### config.mk
export PLATFORM = sky130hd
export DESIGN_NAME = line_endpoint_stager
export DESIGN_NICKNAME = d
export VERILOG_FILES = /design/src/rtl/line_endpoint_stager.sv
export SDC_FILE = /design/constraint.sdc
export NUM_CORES = 1
export LEC_CHECK = 0
export CAP_MARGIN = 15
export CORE_MARGIN = 2
export CORE_UTILIZATION = 45
export CTS_BUF_LIST = sky130_fd_sc_hd__clkbuf_2
export CTS_CLUSTER_DIAMETER = 150
export DETAILED_ROUTE_END_ITERATION = 8
export PLACE_DENSITY = 0.77
export SYNTH_ARGS = -nofsm -noshare
export SYNTH_HDL_FRONTEND = slang
export SYNTH_SLANG_ARGS = --single-unit
### constraint.sdc
create_clock -name clk_in -period 4.1 [get_ports clk_in]
set_input_delay 0.82 -clock clk_in [delete_from_list [all_inputs] [get_ports clk_in]]
set_output_delay 0.82 -clock clk_in [all_outputs]
set_load 0.02 [all_outputs]
### src/rtl/line_endpoint_stager.sv
// Stages endpoint pairs for line_sprite: clamps, optionally IIR-smooths against the shown line,
// and commits only at the vertical-blank boundary so endpoints stay frozen across the visible frame.
module line_endpoint_stager #(
  parameter int unsigned H_ACTIVE       = 1280,
  parameter int unsigned V_ACTIVE       = 720,
  parameter int unsigned SMOOTH_SHIFT   = 2,
  parameter int unsigned TIMEOUT_FRAMES = 8
) (
  input  logic        clk_in,
  input  logic        rst_n_in,
  input  logic [10:0] hcount_in,
  input  logic [9:0]  vcount_in,
  input  logic        pt_valid_in,
  output logic        pt_ready_out,
  input  logic [10:0] pt_x_in,
  input  logic [9:0]  pt_y_in,
  output logic [10:0] x1_out,
  output logic [9:0]  y1_out,
  output logic [10:0] x2_out,
  output logic [9:0]  y2_out,
  output logic        line_active_out,
  output logic        sprite_rst_out
);

  localparam int unsigned XW = 11;
  localparam int unsigned YW = 10;
  localparam int unsigned DW = 12;
  localparam int unsigned MW = $clog2(TIMEOUT_FRAMES + 1);

  localparam logic [XW-1:0] X_MAX  = XW'(H_ACTIVE - 1);
  localparam logic [YW-1:0] Y_MAX  = YW'(V_ACTIVE - 1);
  localparam logic [YW-1:0] V_BND  = YW'(V_ACTIVE);
  localparam logic [MW-1:0] MISS_T = MW'(TIMEOUT_FRAMES);

  typedef enum logic [1:0] {WAIT_A, HAVE_A, PENDING} state_e;

  state_e          state_q, state_d;
  logic [XW-1:0]   ax_q, ax_d, bx_q, bx_d, x1_q, x1_d, x2_q, x2_d;
  logic [YW-1:0]   ay_q, ay_d, by_q, by_d, y1_q, y1_d, y2_q, y2_d;
  logic            act_q, act_d, srst_q, srst_d;
  logic [MW-1:0]   miss_q, miss_d;

  logic            xfer;
  logic            boundary;
  logic [XW-1:0]   cx;
  logic [YW-1:0]   cy;
  logic [MW-1:0]   miss_inc;

  // Moves old toward new by (new-old) >>> SMOOTH_SHIFT; result always lies between them.
  function automatic logic [XW-1:0] smooth_x(input logic snap, input logic [XW-1:0] old_v,
                                             input logic [XW-1:0] new_v);
    logic signed [DW-1:0] diff;
    logic signed [DW-1:0] sum;
    if (snap || SMOOTH_SHIFT == 0) return new_v;
    diff = $signed({1'b0, new_v}) - $signed({1'b0, old_v});
    sum  = $signed({1'b0, old_v}) + (diff >>> SMOOTH_SHIFT);
    return sum[XW-1:0];
  endfunction

  function automatic logic [YW-1:0] smooth_y(input logic snap, input logic [YW-1:0] old_v,
                                             input logic [YW-1:0] new_v);
    logic signed [DW-1:0] diff;
    logic signed [DW-1:0] sum;
    if (snap || SMOOTH_SHIFT == 0) return new_v;
    diff = $signed({2'b00, new_v}) - $signed({2'b00, old_v});
    sum  = $signed({2'b00, old_v}) + (diff >>> SMOOTH_SHIFT);
    return sum[YW-1:0];
  endfunction

  assign pt_ready_out = (state_q != PENDING);
  assign xfer         = pt_valid_in && pt_ready_out;
  assign boundary     = (vcount_in == V_BND) && (hcount_in == '0);
  assign cx           = (pt_x_in > X_MAX) ? X_MAX : pt_x_in;
  assign cy           = (pt_y_in > Y_MAX) ? Y_MAX : pt_y_in;

  always_comb begin
    state_d  = state_q;
    ax_d     = ax_q;
    ay_d     = ay_q;
    bx_d     = bx_q;
    by_d     = by_q;
    x1_d     = x1_q;
    y1_d     = y1_q;
    x2_d     = x2_q;
    y2_d     = y2_q;
    act_d    = act_q;
    srst_d   = 1'b0;
    miss_d   = miss_q;
    miss_inc = (miss_q == MISS_T) ? miss_q : miss_q + MW'(1);

    case (state_q)
      WAIT_A: if (xfer) begin
        ax_d    = cx;
        ay_d    = cy;
        state_d = HAVE_A;
      end
      HAVE_A: if (xfer) begin
        bx_d    = cx;
        by_d    = cy;
        state_d = PENDING;
      end
      default: ;
    endcase

    // Frame boundary: commit a complete pair, otherwise age the line toward timeout.
    if (boundary) begin
      srst_d = 1'b1;
      if (state_q == PENDING) begin
        x1_d    = smooth_x(!act_q, x1_q, ax_q);
        y1_d    = smooth_y(!act_q, y1_q, ay_q);
        x2_d    = smooth_x(!act_q, x2_q, bx_q);
        y2_d    = smooth_y(!act_q, y2_q, by_q);
        act_d   = 1'b1;
        miss_d  = '0;
        state_d = WAIT_A;
      end else begin
        miss_d = miss_inc;
        if (miss_inc == MISS_T) act_d = 1'b0;
      end
    end
  end

  always_ff @(posedge clk_in or negedge rst_n_in) begin
    if (!rst_n_in) begin
      state_q <= WAIT_A;
      ax_q    <= '0;
      ay_q    <= '0;
      bx_q    <= '0;
      by_q    <= '0;
      x1_q    <= '0;
      y1_q    <= '0;
      x2_q    <= '0;
      y2_q    <= '0;
      act_q   <= 1'b0;
      srst_q  <= 1'b0;
      miss_q  <= '0;
    end else begin
      state_q <= state_d;
      ax_q    <= ax_d;
      ay_q    <= ay_d;
      bx_q    <= bx_d;
      by_q    <= by_d;
      x1_q    <= x1_d;
      y1_q    <= y1_d;
      x2_q    <= x2_d;
      y2_q    <= y2_d;
      act_q   <= act_d;
      srst_q  <= srst_d;
      miss_q  <= miss_d;
    end
  end

  assign x1_out          = x1_q;
  assign y1_out          = y1_q;
  assign x2_out          = x2_q;
  assign y2_out          = y2_q;
  assign line_active_out = act_q;
  assign sprite_rst_out  = srst_q;

endmodule

Yosys cells after proc, flatten, opt, wreduce, memory -nomap -nowiden
Cells that the tools add are included.
{"block": "word_totals", "regBits": 92, "output_inout_bits": 45, "elab_cells": 61, "input_bits": 45}
{"block": "op_classes", "n_mux": 23, "n_addsub": 9, "order_cmp": 2, "eq_ne": 6, "n_reduce_logical": 9}
{"cell": "2-to-1 mux 11 bit", "count": 5}
{"cell": "2-to-1 mux 10 bit", "count": 5}
{"cell": "subtractor 11 x 11 -> 12 bit", "count": 2}
{"cell": "adder 11 x 10 -> 11 bit", "count": 2}
{"cell": "subtractor 10 x 10 -> 11 bit", "count": 2}
{"cell": "adder 10 x 9 -> 10 bit", "count": 2}
{"cell": "> comparator 11 bit, second input constant", "count": 1}
{"cell": "zero test 11 bit", "count": 1}
{"cell": "== test 10 bit, second input constant", "count": 1}
{"cell": "> comparator 10 bit, second input constant", "count": 1}
{"cell": "== test 4 bit, second input constant", "count": 2}
{"cell": "2-to-1 mux 2 bit", "count": 4}
{"cell": "2-to-1 mux 4 bit", "count": 2}
{"cell": "AND reduction 2 bit", "count": 4}
{"cell": "2-to-1 mux 1 bit", "count": 6}
{"cell": "adder 4 x 1 -> 4 bit, second input constant", "count": 1}
{"cell": "one-hot mux 2 bit (2 select lines)", "count": 1}
{"cell": "== test 2 x 1 -> 1 bit, second input constant", "count": 1}
{"cell": "== test 2 bit, second input constant", "count": 1}
{"cell": "logical AND 1 bit", "count": 2}
{"cell": "zero test 2 bit", "count": 1}
{"cell": "!= test 2 bit, second input constant", "count": 1}
{"cell": "nonzero test 2 bit", "count": 1}

Logic depth before layout (Yosys ltp)
Gate-level depths: netlist of run 1.
{"block": "depth", "word_depth": 6, "mapped_depth": 17, "mapped_depth_nobuf": 17}

Least setup slack after synthesis of run 1
OpenSTA, ideal clock, no wires.
{"block": "synth_timing", "path_kind": "register to register", "startpoint": "reg x2_q[2], in the netlist x2_out[2]", "endpoint": "reg x2_q[10], in the netlist x2_out[10]", "synth_period_minus_slack_ps": 3572, "setup_time_ps": 138, "path_stages_with_launch": 18, "setup_slack_ps": 528, "arrival_time_ps": 3434, "required_time_ps": 3962, "n_path_buf": 0, "path_cell_list": "dfrtp_1 > inv_1 > ha_1 > or2_2 > and3_1 > o21a_1 > o21ai_1 > nand2b_1 > a211oi_1 > nor2_1 > ha_1 > o21ai_0 > a21oi_1 > o41ai_1 > o21ai_0 > xor2_1 > mux2i_1 > a21oi_1"}
{"block": "synth_between", "elab_chain_cells": 3}
{"element": "start, declared", "line_no": "38", "source": "logic [XW-1:0] ax_q, ax_d, bx_q, bx_d, x1_q, x1_d, x2_q, x2_d;"}
{"element": "start signal, assigned", "line_no": "132", "source": "x2_q <= '0;"}
{"element": "start signal, assigned", "line_no": "145", "source": "x2_q <= x2_d;"}
{"element": "subtractor 11 x 11 -> 12 bit", "line_no": "55", "source": "diff = $signed({1'b0, new_v}) - $signed({1'b0, old_v});"}
{"element": "adder 11 x 10 -> 11 bit *", "line_no": "56", "source": "sum = $signed({1'b0, old_v}) + (diff >>> SMOOTH_SHIFT);"}
{"element": "2-to-1 mux 11 bit *", "line_no": "55"}
Every way passes the cells marked *; elsewhere a longest branch is shown, timed or not.
A chain may end at the register's enable or synchronous reset.

Worst setup path after layout of run 1
{"block": "layout_timing", "startpoint": "reg x1_q[2], in the netlist x1_out[2]", "endpoint": "reg x1_q[9], in the netlist x1_out[9]"}
{"block": "layout_between", "elab_chain_cells": 3}
{"element": "start, declared", "line_no": "38"}
{"element": "start signal, assigned", "line_no": "130", "source": "x1_q <= '0;"}
{"element": "start signal, assigned", "line_no": "143", "source": "x1_q <= x1_d;"}
{"element": "subtractor 11 x 11 -> 12 bit", "line_no": "55"}
{"element": "adder 11 x 10 -> 11 bit *", "line_no": "56"}
{"element": "2-to-1 mux 11 bit *", "line_no": "55"}
Marked as above.

==> flow_results.org, run 1 <==
** Yosys
- Part of the Yosys area used for sequential elements :: approximately 34%
- Largest cells by area after synthesis :: dfrtp_1 (34%), ha_1 (15%), nand2_1 (5.6%)
- The synthesized netlist occupies a cell area of 6830 sq um.
- Of the post-synthesis cell area, the dominant cell type holds between 30% and 40%.
- After synthesis, the largest family of logic cells by area is compound AO/OA/AOI/OAI gates.
- In the synthesized netlist the dominant register cell turns out to be dfrtp_1.
- Post-synthesis adder-cell area fraction :: 15.83%
- The Yosys step of the flow raised 0 warnings.
- Number of enable-type register cells in the synthesized netlist :: 0
- The synthesized design contains 92 register bits.
- Post-synthesis compound-gate area fraction :: approximately a fifth
- Biggest area consumer among synthesized cells :: dfrtp_1
- Counting flops with an async set or reset pin after synthesis yields a share of between 90% and 100%.
- Summing the areas of all xor and xnor instances in the mapped netlist gives 7.565% of the synthesized area.
- Of the total synthesized cell area, the portion taken by AND, OR, NAND and NOR gates is 14.38%.
- The number of nets in the synthesized netlist is 909.
- After synthesis, the share of cell area in mux cells is 4.763%.
- After technology mapping, the gate count stands at a little under 800.
- Count of cell types in the netlist :: 53
- A synthesized cell averages 8.757 sq um.

** Placement
- OpenSTA, run right after detailed placement, puts the worst setup slack at 0.3831 ns.
- Counting tap cells, the placed design contains a total of ~1000 instances.
- Detailed Place HPWL :: 11980 microns
- Instance area after placement :: 7939 sq um
- Routability-driven placement finished with a final weighted congestion of 0.8504.
- In this run the tool buffered the top-level ports with 89 buffer cells.

** STA
- Final setup viols :: 0
- Final hold slack :: between 0.15 and 0.2 ns
- RSZ-0062 raised after global routing :: no
- Final-report hold violation count :: 0
- In this run the tightest slew margin relative to its limit is between 30% and 40%.
- At the pin with the least slew margin, the transition time is 0.9433 ns.
- Setup slack after layout :: 0.3496 ns
- Max frequency :: 0.2666 GHz
- Crit share post-route :: 91.47%
- Count of final max-slew check failures :: 0
- Between clock sinks in the finished design, the worst skew comes to 0.03155 ns.
- Summed over all failing endpoints, the final setup total negative slack is 0 ns.
- Final critical path time including I/O delays and setup :: about 3.8 ns

** Floorplan
- Effective utilization at floorplan :: 45.43%
- The core region is 15030 sq um.
- Vertical die dimension :: between 100 and 150 microns
- The floorplan has 45 rows.
- The die covers 16180 sq um.
- In this run the count of I/O pins placed on the die edge is 90.
- From left edge to right edge, the die measures 127.2 microns.

** CTS
- The number of clock buffers added by TritonCTS is 9.
- Root Buffer :: clkbuf_2
- After clock tree synthesis, the clock-pin slew on the worst setup and hold paths is 0.27 ns.
- For this design, the CTS-stage hold fixing added 0 buffers.
- Clock latency on the worst-skew pair, taken at its later pin, is between 0.6 and 0.7 ns.
- The clock net in this run drives a total of 92 sinks.
- CTS tree :: done
- The clock passes through at most 2 buffers.
- Post-CTS timing repair inserted 0 buffers for setup.
- H-tree depth :: 3

** Setup path
- Cells along the critical path :: inv_1 -> ha_1 -> a21o_1 -> a31o_1 -> and2_1 -> nor2_1 -> ha_1 -> a21o_1 -> a21oi_1 -> o21bai_1 -> a2111oi_0 -> o31ai_1 -> xor2_1 -> nand2_1 -> a22oi_1
- Measured in cells, the most critical reg-to-reg path has a length of 15.
- The worst setup path is captured at a flip-flop.
- Category of the critical setup timing path :: reg -> reg
- Worst path arrival time :: between 4 and 5 ns
- For this run, the slowest stage of the critical path takes 0.65 ns.
- Setup crit start kind :: flip-flop
- On the critical path, the stage with the largest delay is an instance of a2111oi_0.
- WP data required :: 4.63 ns
- Of all nets on the critical path, the largest fanout is 3.

** Routing
- Starting DRT DRC Count :: 240
- Dividing the detail-routed wire length by the instance count gives 14.62 microns.
- Drt first pass iters :: 5
- Antenna-violating nets left :: 0
- Summed over all layers, the routed wires come to 15480 microns.
- In the routed design, unresolved DRC markers number 0.
- Via count normalized by instance count :: roughly 5.4
- The routed layout has 5686 vias.

** Status
- Run status :: finished clean

** Pwr
- Pwr Density :: between 600 and 700 nW/um^2
- Worst supply voltage drop on vdd :: 303.3 uV
- For this design the static power due to leakage is 3.810 nW.

** Cells and area
- Filler cells :: 1385
- Summing all multi-input logic gate instances after layout gives 4255 sq um.
- Total number of nets in the final design :: between 900 and 1000
- Share of layout cells above drive strength 1 :: 5.057%
- The finished layout holds 1059 standard cells, fillers aside.
- Final std cell area, no fill :: 8041 sq um
- Sequential cell area :: 2303 sq um
- From synthesis to final layout, the design area changed by 17.73%.

** Worst hold path
- The worst hold path belongs to the class in -> async.

** GRT
- The first global-routing pass estimated ~26000 microns of wire.
- Across every metal layer, demand over resource in global routing totals 20.00%.
- The via count of the first global-routing pass is 5454.
- For this run the aggregate overflow at the end of global routing stands at 0.
- The initial antenna violation count is 1.
- Entering global routing, the biggest net connects 50 pins.

** Run
- The tool flagged a number of max-cap violations equal to 0.
==> area by class of cell <==
class                      instances  share of cell area, %
clock buffer                      11                 0.6846
sequential                        92                  28.64
tap                              188                  2.925
antenna                            1                0.03112
timing repair buffer              97                  11.95
clock inverter                     5                 0.4668
multi-input combinational        614                  52.92
inverter                          51                  2.381
==> synth_stat cells (5+ instances only) <==
| cell | n |
|---|---|
| a21o_1 | 14 |
| nand2_1 | 101 |
| clkbuf_1 | 18 |
| a211oi_1 | 5 |
| xor2_1 | 19 |
| inv_1 | 50 |
| o211ai_1 | 10 |
| nor2b_1 | 8 |
| o21ai_0 | 67 |
| a21oi_1 | 44 |
| dfrtp_1 | 92 |
| o21a_1 | 10 |
| o21ai_1 | 40 |
| nor3_1 | 9 |
| ha_1 | 80 |
| o21bai_1 | 6 |
| xnor2_1 | 40 |
| and3_1 | 7 |
| nor2_1 | 49 |
| nand3_1 | 9 |
| nand2b_1 | 15 |
| mux2i_1 | 28 |
==> layout by cell type (no fill, tap or decap), types with 5 or more instances in the layout <==
cell / n
buf_4: 8
o21ai_0: 67
nand2b_1: 15
mux2i_1: 28
o21bai_1: 6
inv_1: 50
nor3_1: 9
clkbuf_2: 11
a21o_1: 14
nor2_1: 49
o21a_1: 10
o211ai_1: 10
nor2b_1: 8
nand3_1: 9
ha_1: 80
xnor2_1: 40
o21ai_1: 40
and3_1: 7
nand2_1: 100
clkdlybuf4s50_1: 88
a21oi_1: 44
dfrtp_1: 91
a211oi_1: 5
xor2_1: 19
==> flip-flops by register name (all words and copies together) (netlist names), named ones only <==
register,flops
ax_q,11
bx_q,11
x1_out,11
x2_out,11
ay_q,10
by_q,10
y1_out,10
y2_out,10
miss_q,4
line_active_out,1
sprite_rst_out,1
==> final timing paths <==
kind                                start    endpoint  slack (ns)
worst min-delay path             rst_n_in   y1_out[6]        0.18
worst min register to register    by_q[0]     by_q[0]        0.54
max in group asynchronous        rst_n_in  x1_out[10]        3.13
worst max register to register  x1_out[2]   x1_out[9]        0.35
worst max-delay path            x1_out[2]   x1_out[9]        0.35
min in group clk_in               by_q[0]     by_q[0]        0.54
==> through the flow <==
step / power [W] / utilization (%)
2_1_floorplan: 0.004024 / -
3_3_place_gp: 0.004556 / 52.81
3_5_place_dp: 0.004645 / 52.81
4_1_cts: 0.005080 / 53.42
5_1_grt: 0.005583 / 53.49
6_report: 0.005066 / 53.49
==> power breakdown <==
part	internal [W]	total [W]	switching, W
logic	0.00161	0.00336	0.00175
registers	0.00110	0.00129	0.000190
clock network	0.0000866	0.000416	0.000329
==> worst max-delay path: cells and delay by family, from the launching register on <==
| family | cells | cell delay [ns] |
|---|---|---|
| adders and majority gates | 2 | 0.60 |
| buffers and inverters | 1 | 0.07 |
| DFF | 1 | 0.43 |
| AOI/OAI and AO/OA | 8 | 1.94 |
| xor gates and xnor gates | 1 | 0.15 |
| and+or+nand+nor | 3 | 0.47 |
==> layer usage <==
layer  GRT usage, %  part of all wire (%)  vias to the layer above
met5              0                     0                        -
met4          5.495                   1.8                        0
met3          4.481                   4.6                       21
met2          32.38                    46                      119
met1          27.17                    48                     2641
li1               -                     -                     2905
==> what timing repair did <==
item | in CTS | in global routing
hold endpoints to repair | 0 | 0
resized for setup | 0 | 1
setup endpoints to repair | 0 | 1
==> kinds of logic after synthesis <==
logic type | after synthesis
AOI/OAI and AO/OA | 222
and+or+nand+nor | 217
DFF | 92
adders and majority gates | 84
buffers and inverters | 74
xor gates and xnor gates | 59
muxes | 32
Power figures use the tool's default switching activity.
==> inputs of run 2 (changes only) <==
--- a/config.mk
+++ b/config.mk
@@ -8,7 +8,6 @@
 export CAP_MARGIN = 15
 export CORE_MARGIN = 2
 export CORE_UTILIZATION = 45
-export CTS_BUF_LIST = sky130_fd_sc_hd__clkbuf_2
 export CTS_CLUSTER_DIAMETER = 150
 export DETAILED_ROUTE_END_ITERATION = 8
 export PLACE_DENSITY = 0.77
==> constraint.sdc (replaced) <==
create_clock -name clk_in -period 4.8 [get_ports clk_in]
set_input_delay 0.96 -clock clk_in [delete_from_list [all_inputs] [get_ports clk_in]]
set_output_delay 0.96 -clock clk_in [all_outputs]
set_load 0.02 [all_outputs]
==> run 2 against run 1 <==
Clock skew is 0.024 ns lower. First-iteration DRC count is 74% higher. Final cell count is 0.28% lower. Critical path depth is 2 higher. Highest routed layer unchanged. Critical endpoint is now x2_out[10]. Utilization is 1.3 points higher.
==> flow_results.org, run 2 (synthesis results as in run 1) <==
** Placement
- Cells after DPL :: 1040
- Detailed Place HPWL :: 12170 microns
- At the placement stage, the worst setup path has a slack of 1.054 ns.
- Port buffer count :: 89
- GPL Wtd Cong :: around 0.85

** Floorplan
- The floorplan step defined a die boundary enclosing 16180 sq um.
- In this run the standard cell core region covers around 15000 sq um.
- IO Count :: 90
- Effective utilization at floorplan :: 45.43%
- # rows :: 45
- Vertical die dimension :: 127.2 microns
- The die is roughly 130 microns wide.

** Setup path
- On the critical path, the stage with the largest delay is an instance of dfrtp_1.
- Cells along the critical path :: inv_1 -> ha_1 -> a211o_1 -> and3_1 -> o21a_1 -> o21ai_1 -> nand2b_1 -> a211oi_1 -> nor2_1 -> ha_1 -> o21ai_0 -> a21oi_1 -> o41ai_1 -> o21ai_0 -> xor2_1 -> mux2i_1 -> a21oi_1
- WP data required :: about 5 ns
- Among cell families on the critical path, the largest total delay comes from compound AO/OA/AOI/OAI gates.
- Setup crit start kind :: flip-flop
- Crit path buf inv count :: 1
- Longest individual stage delay on the worst path :: ~0.44 ns
- Category of the critical setup timing path :: reg -> reg
- Crit Path Max Fanout :: 5
- For the worst setup path, the data arrival time is 3.97 ns.
- Setup crit end kind :: flip-flop

** Pwr
- Clock group share of total power :: 16.2%
- Total net switching power :: 0.001992 W
- Total power for the finished layout comes to 0.004779 W.
- Switching part of the total :: 41.69%
- Cell internal power was estimated by the tool at about 0.0028 W.
- Worst supply voltage drop on vdd :: roughly 320 uV
- Leak :: a little under 4 nW
- Combinational logic burns 60.8% of the power.
- Pwr Density :: 580.7 nW/um^2
- Proportion of power drawn by flip-flops and latches :: 23.0%

** STA
- In the final timing run, aggregate negative setup slack is 0 ns.
- Final critical path time including I/O delays and setup :: around 3.8 ns
- Setup violations remaining at the end of the flow were counted as 0.
- Setup repair after global routing left no endpoint under its margin.
- Post-route clock skew :: 0.007299 ns
- Count of final max-slew check failures :: 0
- Final-report hold violation count :: 0
- Dividing the final minimum period by the clock period gives 78.84%.
- At the pin with the least slew margin, the transition time is 1.111 ns.
- Slew HR :: approximately 26%
- Setup slack after layout :: just over 1 ns
- Timing would allow up to approximately 0.26 GHz.

** Cells and area
- Leaving out filler cells and counting taps, the final layout contains 1056.
- At the end of the flow the core is filled with cells to 54.75%.
- Total number of nets in the final design :: 992
- Most used cells in the layout excluding fill and tap cells :: nand2_1 (100), dfrtp_1 (91), clkdlybuf4s50_1 (88)
- The library cell used most frequently in the layout, excluding fill and tap cells, is nand2_1.
- 0 antenna diodes ended up in the layout.
- Area grow syn2layout :: 20.50%
- Share of layout cells above drive strength 1 :: 4.493%

** CTS
- After clock tree synthesis, the setup repair step added 0 buffers.
- Sinks on Clock Net :: 92
- Clock latency reported for the late side of the worst-skew pair :: between 0.3 and 0.4 ns
- After clock tree synthesis, the clock-pin slew on the worst setup and hold paths is 0.07 ns.
- For this design, the CTS-stage hold fixing added 0 buffers.
- Clk buf depth :: 2
- The H-tree was split into 3 levels.
- CTS tree :: done
- Clock tree synthesis inserted a total of 9 buffers.
- Root Buffer :: clkbuf_16
- Post-CTS repair changed the size of 0 cells.

** Routing
- Via count normalized by instance count :: 5.460
- Starting DRT DRC Count :: 417
- Routed length per placed instance :: 15.19 microns
- Drt first pass iters :: 5
- Antenna-violating nets left :: 0
- DRC Markers :: 0
- After detailed routing, the total wire length is 16040 microns.
- The routed layout has 5766 vias.

** GRT
- All-Layer GR Usage :: 20.58%
- The via count of the first global-routing pass came to roughly 5600.
- The first global-routing pass estimated around 27000 microns of wire.
- Maximum number of pins on one net before global-route repair :: about 70
- Initial antenna violation count :: 0
- Global route overflow :: 0

** Run
- Max-capacitance violation count :: 0

** Worst hold path
- Worst hold path class :: reg -> reg

** Status
- Run status :: finished clean
-- run 2: cell count changes in the layout (fill, tap and decap cells not counted), moves of 2 or more --
| cell | before | now |
|---|---|---|
| bufinv_16 | 0 | 2 |
| clkbuf_1 | 0 | 2 |
| clkbuf_16 | 0 | 9 |
| clkbuf_2 | 11 | 0 |
-- run 2: worst reg2reg max path, cell delays in order, from the launching register on --
cell and delay (ns):
dfrtp_1 0.44, inv_1 0.07, ha_1 0.31, a211o_1 0.29, and3_1 0.18, o21a_1 0.18
o21ai_1 0.17, nand2b_1 0.11, a211oi_1 0.24, nor2_1 0.07, ha_1 0.33, o21ai_0 0.09
a21oi_1 0.07, o41ai_1 0.42, o21ai_0 0.20, xor2_1 0.19, mux2i_1 0.20, a21oi_1 0.08
-- run 2: power groups by stage --
stage | Combinational, W | Clock (W) | Sequential [W]
2_1_floorplan | 0.00238 | 0 | 0.00106
3_3_place_gp | 0.00281 | 0 | 0.00111
3_5_place_dp | 0.00288 | 0 | 0.00111
4_1_cts | 0.00291 | 0.000784 | 0.00110
5_1_grt | 0.00329 | 0.000818 | 0.00113
6_report | 0.00290 | 0.000775 | 0.00110
-- run 2: cell type report --
| class | count | area (sq um) |
|---|---|---|
| flip-flops and latches | 92 | 2303 |
| multi-input cells | 614 | 4248 |
| clock inverters | 4 | 72.57 |
| clock buffers | 12 | 246.5 |
| well taps | 188 | 235.2 |
| inverters | 51 | 191.4 |
| fillers | 1362 | 6803 |
| repair buffers | 95 | 933.4 |
-- run 2: path summary, 6_finish.rpt --
| check | start | to | slack, ns | cells past startpoint |
|---|---|---|---|---|
| max in group asynchronous | rst_n_in | x2_out[5] | 3.18 | 2 |
| min reg2reg | by_q[0] | by_q[0] | 0.51 | 2 |
| min in group asynchronous | rst_n_in | y1_out[7] | 0.72 | 1 |
| min | by_q[0] | by_q[0] | 0.51 | 2 |
| max reg2reg | x2_out[1] | x2_out[10] | 1.02 | 17 |
| max | x2_out[1] | x2_out[10] | 1.02 | 17 |
-- run 2: routing by layer --
metal  track usage (%)  vias to the layer above  part of all wire (%)
met2             34.03                      153                    46
met4             6.012                        0                   1.4
met1             28.21                     2700                    48
li1                  -                     2897                     -
met3             3.099                       16                   4.5
met5                 0                        -                     0
-- run 2: per-stage QoR --
stage	cell area, sq um	hold slack [ns]
after floorplan	6830	0.4621
after global placement	7911	0.4900
after detailed placement	7911	0.5055
after CTS	8230	0.5186
after global routing	8230	0.5499
final	8230	0.5119
==> inputs of run 3 (changes only) <==
==> constraint.sdc (replaced) <==
create_clock -name clk_in -period 3.7 [get_ports clk_in]
set_input_delay 0.74 -clock clk_in [delete_from_list [all_inputs] [get_ports clk_in]]
set_output_delay 0.74 -clock clk_in [all_outputs]
set_load 0.02 [all_outputs]
==> run 3 against run 2 <==
Register-to-register slack lost 0.76 ns. Via count grew 0.62%. Fmax grew 10%. Worst setup slack lost 0.76 ns. Hold slack lost 0.077 ns. Critical path type unchanged. Clock power grew 33%.
==> flow_results.org, run 3 (synthesis results as in run 1) <==
** Setup path
- Data arrives at the worst endpoint at 3.64 ns.
- Cells on worst reg2reg path :: 17
- Setup crit end kind :: flip-flop
- On the worst path, the slowest cell contributes a delay of 0.36 ns.
- At the worst endpoint, the required time is 3.90 ns.
- Cell with the largest stage delay on the worst path :: dfrtp_1
- Setup crit start kind :: flip-flop
- In this run the critical register-to-register path is launched from x2_out[2].
- Of all nets on the critical path, the largest fanout is 3.
- Cells along the critical path :: inv_1 -> ha_1 -> or2_4 -> and3_1 -> o21a_1 -> o21ai_2 -> nand2b_1 -> a211oi_2 -> nor2_1 -> ha_1 -> o21ai_0 -> a21oi_1 -> o41ai_2 -> o21ai_1 -> xor2_1 -> mux2i_1 -> a21oi_1
- The worst register-to-register path has a setup slack of 0.26 ns.
- The endpoint identified for the worst register-to-register timing path is x2_out[10].
- Category of the critical setup timing path :: reg -> reg

** Worst hold path
- The worst hold path belongs to the class in -> async.

** Status
- Run status :: finished clean

** Cells and area
- For this run, the share of the core covered by cells in the final layout is 55.73%.
- After the last flow step, the layout net total stands at 1001.
- 0 antenna diodes ended up in the layout.
- Share of layout cells above drive strength 1 :: 6.507%
- The finished layout holds between 1000 and 1500 standard cells, fillers aside.
- Area grow syn2layout :: 22.66%
- Filler cells :: ~1300
- Across the whole layout, storage elements account for 2303 sq um.
- Most used cells in the layout excluding fill and tap cells :: nand2_1 (100), dfrtp_1 (91), clkdlybuf4s50_1 (88)
- The library cell used most frequently in the layout, excluding fill and tap cells, is nand2_1.
- Summing all multi-input logic gate instances after layout gives 4298 sq um.

** Routing
- Final WL :: 16170 microns
- The first routing iteration left 288 violations.
- DRC Markers :: 0
- Drt first pass iters :: 4
- Overall via count from detail_route :: 5802
- In the routed layout, each cell is associated on average with a via count of approximately 5.5.
- The count of nets left with antenna violations once routing finished came out at 0.
- Dividing the detail-routed wire length by the instance count gives 15.20 microns.

** Floorplan
- For this design the top-level I/O count stands at 90.
- Once the floorplan was initialized, standard cells occupied a little under half of the core.
- The floorplan step defined a die boundary enclosing between 15000 and 20000 sq um.
- # rows :: 45
- CORE AREA :: 15030 sq um
- The die is 127.2 microns wide.
- The die is 127.2 microns tall.

** GRT
- Initial antenna violation count :: 0
- Global route overflow :: 0
- Wire length of the first global-routing pass :: 27090 microns
- The via count of the first global-routing pass is 5689.
- Entering global routing, the biggest net connects 57 pins.
- All-Layer GR Usage :: just over 20%

** CTS
- Inserted Clock Buffers :: 9
- CTS tree :: done
- Hold buffers post-CTS :: 0
- Clock latency reported for the late side of the worst-skew pair :: about 0.35 ns
- Root Buffer :: clkbuf_16
- Clock-pin slew was measured on the worst setup and hold paths at 0.07 ns.
- Clk buf depth :: 2
- Sinks on Clock Net :: 92
- H-tree depth :: 3

** STA
- Max frequency :: between 0.2 and 0.3 GHz
- TNS Setup :: 0 ns
- On the final layout, the worst hold slack is 0.4348 ns.
- The hold violation count in the final report came to 0.
- Setup repair after global routing could not meet its margin everywhere.
- Post-route clock skew :: 0.007453 ns
- Count of final max-slew check failures :: 0
- Setup slack after layout :: 0.2599 ns
- Crit share post-route :: 92.98%
- Final critical path time including I/O delays and setup :: 3.440 ns
- Actual slew at the worst max-slew pin :: 0.7413 ns
- Slew HR :: 50.58%
- Final setup viols :: 0

** Placement
- Port buffer count :: 89
- Worst setup slack after placement :: 0.008391 ns
- GPL Wtd Cong :: 0.8830
- Detailed placement ended at an HPWL of between 10000 and 15000 microns.
- Cells after DPL :: 1045

** Pwr
- Leak :: between 3 and 4 nW
- Power spread over the standard cell area amounts to approximately 760 nW/um^2.
- VDD sags by at most 459.0 uV.

** Run
- Max-capacitance violation count :: 0
[run 3: cell types whose count changed in the layout (fill, tap and decap cells not counted), sizes merged]
cell | before | now
buf | 7 | 16
inv | 51 | 52
clkbuf | 12 | 10
[run 3: per-stage QoR]
stage	total power (W)	instance area, sq um
6_report	0.006355	8378
5_1_grt	0.006926	8378
4_1_cts	0.006255	8305
3_5_place_dp	0.005184	7974
3_3_place_gp	0.005070	7974
2_1_floorplan	0.004459	6830
[run 3: worst max-delay path: cells and delay by family (launching register included)]
kind,cells,cell delay [ns]
and+or+nand+nor,4,0.63
muxes,1,0.20
buffers and inverters,1,0.07
DFF,1,0.36
adders and majority gates,2,0.65
AOI/OAI and AO/OA,8,1.22
xor gates and xnor gates,1,0.17
[run 3: how the worst max path moves through the flow]
stage / endpoint / slack [ns] / from / depth (start not counted)
final: x2_out[10] / 0.26 / x2_out[2] / 17
after global routing: x2_out[10] / -0.04 / x2_out[1] / 17
after CTS: x2_out[10] / 0.02 / x2_out[2] / 17
after detailed placement: x2_out[10] / 0.008 / x2_out[2] / 17
after global placement: x2_out[10] / 0.15 / x2_out[2] / 17
after floorplan: x2_out[10] / 0.13 / x2_out[2] / 17
[run 3: cell type report]
| cell class | count | share of cell area, % |
|---|---|---|
| inverters | 51 | 2.285 |
| multi-input cells | 614 | 51.30 |
| well taps | 188 | 2.808 |
| clock inverters | 5 | 1.016 |
| repair buffers | 104 | 12.25 |
| clock buffers | 10 | 2.852 |
| flip-flops and latches | 92 | 27.49 |
[run 3: report_power, final]
| group | internal (W) | switching (W) |
|---|---|---|
| Clock | 0.000611 | 0.000421 |
| Sequential | 0.00122 | 0.000217 |
| Combinational | 0.00186 | 0.00202 |
| Total | 0.00369 | 0.00266 |
[run 3: layer usage]
metal | part of all wire (%) | vias up | GRT usage (%) | wire [microns]
met5 | 0 | - | 0 | 0
met4 | 1.6 | 0 | 6.335 | 265
met3 | 4.6 | 24 | 3.518 | 737
met2 | 47 | 142 | 34.91 | 7615
met1 | 47 | 2727 | 27.14 | 7556
li1 | - | 2909 | - | -
[run 3: repair_timing]
action                                  CTS  global route
endpoints found under the setup margin    1             9
resized for setup                         1            12
buffers inserted                          0             4
pin swaps                                 0             5
